[config.mk]
export PLATFORM = sky130hd
export DESIGN_NAME = output_layer_sequencer
export DESIGN_NICKNAME = d
export VERILOG_FILES = /design/src/rtl/nn_pkg.sv /design/src/rtl/output_mac_lane.sv /design/src/rtl/output_layer_sequencer.sv
export SDC_FILE = /design/constraint.sdc
export NUM_CORES = 2
export LEC_CHECK = 0
export ABC_AREA = 0
export CAP_MARGIN = 5
export CORE_AREA = 2 2 269 271
export CTS_CLUSTER_DIAMETER = 30
export DETAILED_ROUTE_END_ITERATION = 16
export DIE_AREA = 0 0 271 273
export PLACE_DENSITY = 0.93
export SLEW_MARGIN = 20
export SYNTH_ARGS = -nofsm -noshare
export SYNTH_HDL_FRONTEND = slang
export SYNTH_SLANG_ARGS = --single-unit
[constraint.sdc]
create_clock -name clk -period 9.7 [get_ports clk]
set_input_delay 1.455 -clock clk [delete_from_list [all_inputs] [get_ports clk]]
set_output_delay 1.455 -clock clk [all_outputs]
set_load 0.02 [all_outputs]
[src/rtl/nn_pkg.sv]
// Shared constants and state encoding for the output-layer datapath.
// The ARGMAX state exists only when OUTPUT_ARGMAX_EN is defined.
package nn_pkg;

    localparam int HIDDEN_N = 20;
    localparam int OUT_N    = 10;
    localparam int ACT_W    = 8;
    localparam int W_W      = 8;
    localparam int ACC_W    = 24;
    // Select width shared with the output weight memory
    localparam int SEL_W    = 32;

`ifdef OUTPUT_ARGMAX_EN
    typedef enum logic [1:0] {
        ST_IDLE   = 2'd0,
        ST_ACCUM  = 2'd1,
        ST_ARGMAX = 2'd2,
        ST_DONE   = 2'd3
    } state_t;
`else
    typedef enum logic [1:0] {
        ST_IDLE  = 2'd0,
        ST_ACCUM = 2'd1,
        ST_DONE  = 2'd3
    } state_t;
`endif

endpackage

[src/rtl/output_mac_lane.sv]
// One class-score lane: unsigned activation times signed weight, accumulated
// into a sign-extended running score with synchronous clear and enable.
module output_mac_lane #(
    parameter int ACT_W = 8,
    parameter int W_W   = 8,
    parameter int ACC_W = 24
) (
    input  logic                    clk,
    input  logic                    rst,
    input  logic                    clr,
    input  logic                    en,
    input  logic [ACT_W-1:0]        act,
    input  logic signed [W_W-1:0]   w,
    output logic signed [ACC_W-1:0] acc
);

    localparam int PROD_W = ACT_W + W_W + 1;

    logic signed [ACT_W:0]      act_s;
    logic signed [PROD_W-1:0]   act_ext;
    logic signed [PROD_W-1:0]   w_ext;
    logic signed [PROD_W-1:0]   prod;
    logic signed [ACC_W-1:0]    prod_ext;
    logic signed [ACC_W-1:0]    acc_reg;

    // Activation is unsigned: a zero MSB keeps it positive in signed arithmetic
    assign act_s    = $signed({1'b0, act});
    assign act_ext  = PROD_W'(act_s);
    assign w_ext    = PROD_W'(w);
    assign prod     = act_ext * w_ext;
    assign prod_ext = {{(ACC_W-PROD_W){prod[PROD_W-1]}}, prod};

    always_ff @(posedge clk or posedge rst) begin
        if (rst) begin
            acc_reg <= '0;
        end else if (clr) begin
            acc_reg <= '0;
        end else if (en) begin
            acc_reg <= acc_reg + prod_ext;
        end
    end

    assign acc = acc_reg;

endmodule

[src/rtl/output_layer_sequencer.sv]
// Output-layer sequencer: walks hid_sel over the hidden neurons, drives ten MAC
// lanes and, when OUTPUT_ARGMAX_EN is defined, scans the scores for the winner.
module output_layer_sequencer
    import nn_pkg::*;
#(
    parameter int HIDDEN_N = nn_pkg::HIDDEN_N,
    parameter int ACT_W    = nn_pkg::ACT_W,
    parameter int W_W      = nn_pkg::W_W,
    parameter int ACC_W    = nn_pkg::ACC_W
) (
    input  logic                    clk,
    input  logic                    rst,
    input  logic                    start,
    input  logic [ACT_W-1:0]        hidden_act,
    input  logic signed [W_W-1:0]   w0,
    input  logic signed [W_W-1:0]   w1,
    input  logic signed [W_W-1:0]   w2,
    input  logic signed [W_W-1:0]   w3,
    input  logic signed [W_W-1:0]   w4,
    input  logic signed [W_W-1:0]   w5,
    input  logic signed [W_W-1:0]   w6,
    input  logic signed [W_W-1:0]   w7,
    input  logic signed [W_W-1:0]   w8,
    input  logic signed [W_W-1:0]   w9,
    output logic [SEL_W-1:0]        hid_sel,
    output logic                    busy,
    output logic                    done,
    output logic signed [ACC_W-1:0] acc0,
    output logic signed [ACC_W-1:0] acc1,
    output logic signed [ACC_W-1:0] acc2,
    output logic signed [ACC_W-1:0] acc3,
    output logic signed [ACC_W-1:0] acc4,
    output logic signed [ACC_W-1:0] acc5,
    output logic signed [ACC_W-1:0] acc6,
    output logic signed [ACC_W-1:0] acc7,
    output logic signed [ACC_W-1:0] acc8,
    output logic signed [ACC_W-1:0] acc9
`ifdef OUTPUT_ARGMAX_EN
    ,
    output logic [3:0]              class_idx
`endif
);

    logic signed [W_W-1:0]   w_arr   [OUT_N];
    logic signed [ACC_W-1:0] acc_arr [OUT_N];
    state_t                  state_reg;
    logic                    acc_clr;
    logic                    acc_en;
    logic                    last_row;

    assign w_arr[0] = w0;
    assign w_arr[1] = w1;
    assign w_arr[2] = w2;
    assign w_arr[3] = w3;
    assign w_arr[4] = w4;
    assign w_arr[5] = w5;
    assign w_arr[6] = w6;
    assign w_arr[7] = w7;
    assign w_arr[8] = w8;
    assign w_arr[9] = w9;

    assign acc0 = acc_arr[0];
    assign acc1 = acc_arr[1];
    assign acc2 = acc_arr[2];
    assign acc3 = acc_arr[3];
    assign acc4 = acc_arr[4];
    assign acc5 = acc_arr[5];
    assign acc6 = acc_arr[6];
    assign acc7 = acc_arr[7];
    assign acc8 = acc_arr[8];
    assign acc9 = acc_arr[9];

    // Scores are cleared on the accepting edge so they stay readable until then
    assign acc_clr  = (state_reg == ST_IDLE) && start;
    assign acc_en   = (state_reg == ST_ACCUM);
    assign last_row = (hid_sel == SEL_W'(HIDDEN_N - 1));

    generate
        for (genvar gi = 0; gi < OUT_N; gi++) begin : g_lane
            output_mac_lane #(
                .ACT_W (ACT_W),
                .W_W   (W_W),
                .ACC_W (ACC_W)
            ) u_lane (
                .clk (clk),
                .rst (rst),
                .clr (acc_clr),
                .en  (acc_en),
                .act (hidden_act),
                .w   (w_arr[gi]),
                .acc (acc_arr[gi])
            );
        end
    endgenerate

`ifdef OUTPUT_ARGMAX_EN
    logic [3:0] scan_reg;
    logic [3:0] best_reg;
    logic [3:0] best_cand;

    // Strictly-greater compare keeps the lowest index on ties
    always_comb begin
        best_cand = best_reg;
        if (acc_arr[scan_reg] > acc_arr[best_reg]) begin
            best_cand = scan_reg;
        end
    end
`endif

    always_ff @(posedge clk or posedge rst) begin
        if (rst) begin
            state_reg <= ST_IDLE;
            hid_sel   <= '0;
            busy      <= 1'b0;
            done      <= 1'b0;
`ifdef OUTPUT_ARGMAX_EN
            scan_reg  <= '0;
            best_reg  <= '0;
            class_idx <= '0;
`endif
        end else begin
            done <= 1'b0;
            case (state_reg)
                ST_IDLE: begin
                    hid_sel <= '0;
                    if (start) begin
                        state_reg <= ST_ACCUM;
                        busy      <= 1'b1;
                    end
                end
                ST_ACCUM: begin
                    if (last_row) begin
                        hid_sel <= '0;
`ifdef OUTPUT_ARGMAX_EN
                        state_reg <= ST_ARGMAX;
                        best_reg  <= '0;
                        scan_reg  <= 4'd1;
`else
                        state_reg <= ST_DONE;
                        busy      <= 1'b0;
                        done      <= 1'b1;
`endif
                    end else begin
                        hid_sel <= hid_sel + SEL_W'(1);
                    end
                end
`ifdef OUTPUT_ARGMAX_EN
                ST_ARGMAX: begin
                    best_reg <= best_cand;
                    if (scan_reg == 4'(OUT_N - 1)) begin
                        class_idx <= best_cand;
                        state_reg <= ST_DONE;
                        busy      <= 1'b0;
                        done      <= 1'b1;
                    end else begin
                        scan_reg <= scan_reg + 4'd1;
                    end
                end
`endif
                ST_DONE: begin
                    state_reg <= ST_IDLE;
                end
                default: begin
                    state_reg <= ST_IDLE;
                end
            endcase
        end
    end

endmodule

# ---- After elaboration in Yosys (flattened, before gate mapping)
# Index checks and enable logic that the tools add are counted.
dict set report totals {
  register_bits 276
  in_bits 91
  elab_cells 75
}
dict set report op_classes {
  add_sub_neg 11
  n_mul 10
  eq_ne 4
  muxes 30
  reduce_logical 6
}
# cell count
set op_table {}
lappend op_table {{two-way mux 24 bit} 20}
lappend op_table {{adder 24 x 17 -> 24 bit} 10}
lappend op_table {{multiplier 9 x 8 -> 17 bit} 10}
lappend op_table {{one-hot mux 32 bit (2 select lines)} 1}
lappend op_table {{adder 32 x 1 -> 32 bit, second input constant} 1}
lappend op_table {{== test 32 x 5 -> 1 bit, second input constant} 1}
lappend op_table {{two-way mux 32 bit} 1}
lappend op_table {{two-way mux 1 bit} 4}
lappend op_table {{two-way mux 2 bit} 2}
lappend op_table {{one-hot mux 2 bit (2 select lines)} 1}
lappend op_table {{nonzero test 2 bit} 2}
lappend op_table {{AND reduction 3 bit} 1}
lappend op_table {{== test 2 x 1 -> 1 bit, second input constant} 1}
lappend op_table {{zero test 2 bit} 1}
lappend op_table {{inequality test 2 x 1 -> 1 bit, second input constant} 1}
lappend op_table {{inequality test 2 bit, second input constant} 1}
lappend op_table {{one-hot mux 1 bit (2 select lines)} 1}
lappend op_table {{AND reduction 2 bit} 1}
lappend op_table {{logical AND 1 bit} 1}

# ---- Logic depth before layout (Yosys ltp)
dict set report logic_depth {
  depth_word 4
  mapped_depth 22
  ltp_nobuf 20
}

# ---- Cells and area by module
# From an unflattened synthesis, not the netlist that was laid out.
dict set report unflattened {
  cells_unflattened 4815
  hier_area_um2 44640.3
}
# mod instances cells_per_inst area_per_inst_um2 seq_area_each_um2
set modules_own_cells {}
lappend modules_own_cells {{output_mac_lane at g_lane[0].u_lane ...} 3 477 4354.2 600.6}
lappend modules_own_cells {{output_mac_lane at g_lane[4].u_lane ...} 3 440 4170.2 600.6}
lappend modules_own_cells {{output_mac_lane at g_lane[8].u_lane ...} 2 463 4272.8 600.6}
lappend modules_own_cells {{output_mac_lane at g_lane[7].u_lane} 1 473 4364.2 600.6}
lappend modules_own_cells {{output_mac_lane at g_lane[3].u_lane} 1 440 4174.0 600.6}
lappend modules_own_cells {output_layer_sequencer 1 225 1983.2 900.9}

# ---- Worst setup path after synthesis
# No wires, ideal clock.
dict set report synth_path {
  kind {input to register}
  from {input port hidden_act[7]}
  to {register g_lane[7].u_lane.acc_reg[23]}
  arrival_time_ps 6736
  t_required_ps 9579
  setup_slack_ps 2843
  cell_stages 19
  n_path_buf 3
  cell_sequence {clkbuf_1 -> clkbuf_1 -> clkbuf_1 -> nand2_1 -> fa_1 -> inv_1 -> fa_1 -> fa_1 -> fa_1 -> fa_1 -> ha_1 -> or4_4 -> o21ai_2 -> a211oi_2 -> a211o_2 -> or3_1 -> a31oi_1 -> xnor2_1 -> o21ai_1}
}
dict set report synth_via {
  elab_chain_cells 4
}
# item line_no
set synth_lines {}
lappend synth_lines {{from (decl)} output_layer_sequencer.sv:14} ;# input logic [ACT_W-1:0] hidden_act,
lappend synth_lines {{multiplier 9 x 8 -> 17 bit} output_mac_lane.sv:30} ;# assign prod = act_ext * w_ext;
lappend synth_lines {{adder 24 x 17 -> 24 bit} output_mac_lane.sv:39} ;# acc_reg <= acc_reg + prod_ext;
lappend synth_lines {{two-way mux 24 bit} output_mac_lane.sv:38} ;# end else if (en) begin
lappend synth_lines {{two-way mux 24 bit} output_mac_lane.sv:36} ;# end else if (clr) begin
lappend synth_lines {{to (signal assigned)} output_mac_lane.sv:39}
lappend synth_lines {{to (decl)} output_mac_lane.sv:24} ;# logic signed [ACC_W-1:0] acc_reg;
# No other way between the ends. The select of a mux whose other input is x is not followed.
# A chain may end at the register's enable or synchronous reset.

# ---- Worst setup path after layout
dict set report layout_path {
  from {input port w9[7]}
  to {register g_lane[9].u_lane.acc_reg[23]}
}
dict set report layout_via {
  elab_chain_cells 4
}
# item line_no
set layout_lines {}
lappend layout_lines {{from (decl)} output_layer_sequencer.sv:24} ;# input logic signed [W_W-1:0] w9,
lappend layout_lines {{multiplier 9 x 8 -> 17 bit} output_mac_lane.sv:30}
lappend layout_lines {{adder 24 x 17 -> 24 bit} output_mac_lane.sv:39}
lappend layout_lines {{two-way mux 24 bit} output_mac_lane.sv:38}
lappend layout_lines {{two-way mux 24 bit} output_mac_lane.sv:36}
lappend layout_lines {{to (signal assigned)} output_mac_lane.sv:39}
lappend layout_lines {{to (decl)} output_mac_lane.sv:24}
# No other way between the ends. The select of a mux whose other input is x is not followed.

==> results_dict.tcl <==
set metrics [dict create \
    core-area_um2 71000 \
    io_pins 365 \
    final_layout_size_suffix_gt1_share_pct 4.217 \
    final_area_um2 49900 \
    worstSetupPathType "input pin to flop" \
    start_util_pct 59.79 \
    rsz0062_at_grt "false" \
    synth_nets 5977 \
    cts-root-buf "clkbuf_16" \
    reg2reg_slack_ns 4.12 \
    cts_tree "built" \
    crit_path_end_kind "flop" \
    slew_headroom_pct 26.51 \
    antenna_found_initial 6 \
    nFillCells 4729 \
    period_minus_slack_ns 7.191 \
    design.die.area_um2 73980 \
    dpl.hpwl_um 87610 \
    clk_latency_ns 0.66 \
    arrival_ns 7.68 \
    cp-start-kind "input pin" \
    slew_viol_final 0 \
    synth.distinct_cells 77 \
    grt_first_pass_wirelength_um 198600 \
    post_cts_buffers 0 \
    grt_usage_pct 33.39 \
    io_buffers 364 \
    antenna_left 0 \
    syn_inst 4613 \
    synth_ff_type "dfrtp_1" \
    yosys_warnings 0 \
    holdBufCountCts 0 \
    setup_viol 0 \
    synthToLayoutAreaGrowth_pct 17.55 \
    dr.pass1.iters 6 \
    cts_buffers 89 \
    setup_tns_ns 0 \
    max_freq_mhz 139.1 \
    period_share_pct 74.13 \
    finClkSkew_ns 0.03746 \
    ys_async_sr_fraction_pct 100.0 \
    nNetsFinal 6293 \
    synth_edf_count 0 \
    cp.required_ns 10.19 \
    drc 0 \
    rows 98 \
    drt_iter0_markers 2940 \
    finalHoldViolations 0 \
    routedWlPerCell_um 20.46 \
    die_w_um 271 \
    synth_seq_area_share_pct 16.27 \
    netlist_area_um2 42450 \
    cts-resized-gates 0 \
    clockBufferDepth 3 \
    clk_pin_slew_ns 0.05 \
    grt_pass1_vias 39021 \
    syn_avg_cell_area_um2 9.202 \
    routed_via_density 6.004 \
    htreeDepth 3 \
    min_path_type "flop to flop" \
    outcome "completed" \
    die_y_um 273 \
    wl_um 121900 \
    place_area_um2 46830 \
    largest_register_ffs 240 \
    cts_sinks 276 \
    cp_max_fo 12 \
    max-cap-violations 0 \
    num_vias 35781 \
    overflow 0 \
    grt_max_degree 113 \
    gp_congestion 0.9039 \
    max_slew.worst_pin.slew_ns 1.102 \
    ys_ff_latch 276 \
]
==> layer usage <==
layer | vias to the layer above | GRT usage [%] | routed length, um
li1 | 15799 | - | -
met1 | 17621 | 40.93 | 46840
met2 | 1819 | 53.34 | 55980
met3 | 540 | 8.971 | 11660
met4 | 2 | 19.21 | 7446
met5 | - | 0 | 13
==> critical path: stages <==
cell	delay [ns]
clkdlybuf4s50_1	0.88
inv_1	0.33
fa_1	0.61
inv_1	0.06
fa_1	0.49
fa_1	0.57
fa_1	0.43
fa_1	0.49
ha_1	0.37
o21ai_0	0.11
nor2_1	0.31
o211ai_1	0.21
a21boi_0	0.53
a41oi_1	0.26
o21ai_0	0.30
xnor2_1	0.16
o21ai_0	0.11
==> stage by stage <==
step                hold slack (ns)  instances  utilization, %  setup WS [ns]
floorplan                    0.4719       4613               -         0.6362
detailed placement           0.5033       5788           65.96          2.105
CTS                          0.5151       5953           70.26          2.680
global route                 0.5474       5957           70.27          2.265
finish                       0.5152       5960           70.28          2.509
global placement             0.4904       5788           65.96          2.248
==> kinds of logic after synthesis <==
logic type	Yosys count	share of synthesized area, %
xor+xnor	194	4.003
buf+inv	877	7.829
flops	276	16.27
fa+ha+maj	1273	46.58
simple gates	1211	13.68
compound gates	771	11.38
mux	11	0.2594
==> path summary, 6_finish.rpt <==
kind | start | cells after the start | endpoint
max | w9[7] | 17 | g_lane[9].u_lane.acc[23]
min | g_lane[5].u_lane.acc[15] | 2 | g_lane[5].u_lane.acc[15]
max reg2reg | g_lane[9].u_lane.acc[6] | 18 | g_lane[9].u_lane.acc[23]
min reg2reg | g_lane[5].u_lane.acc[15] | 2 | g_lane[5].u_lane.acc[15]
max in group asynchronous | rst | 4 | g_lane[5].u_lane.acc[2]
min in group asynchronous | rst | 2 | hid_sel[0]
==> cells in the final DEF (no fill, tap or decap), drive strengths merged, types with 47 or more instances in the layout <==
master,instances
a21o,76
a21oi,131
and2,297
clkbuf,107
clkdlybuf4s50,356
dfrtp,276
fa,512
ha,761
inv,717
nand2,530
nand3,47
nor2,166
o21ai,277
o22ai,53
xnor2,117
xor2,77
==> cell type report <==
class                   instances  area [um2]  area share, %
flip-flops and latches        276        6907          13.84
diodes                          7       17.52        0.03511
clock buffers                 107        2415          4.840
well taps                     950        1189          2.382
inverters                     712        2683          5.376
repair buffers                390        3804          7.623
multi-input cells            3460       32250          64.63
clock inverters                58       635.6          1.274
==> Yosys cell counts (75+ instances only) <==
master	number	area [um2]
dfrtp_1	276	6907
inv_1	708	2658
nor2_1	166	623.1
fa_1	512	10250
o21ai_0	272	1361
nand2_1	530	1989
xor2_1	77	674.4
a21o_1	75	563.0
a21oi_1	131	655.6
ha_1	761	9522
xnor2_1	117	1025
and2_1	297	1858
clkbuf_1	131	491.7
Power is not shown: default switching activity piles up to over one toggle a cycle in this logic, so the estimate is an artifact.
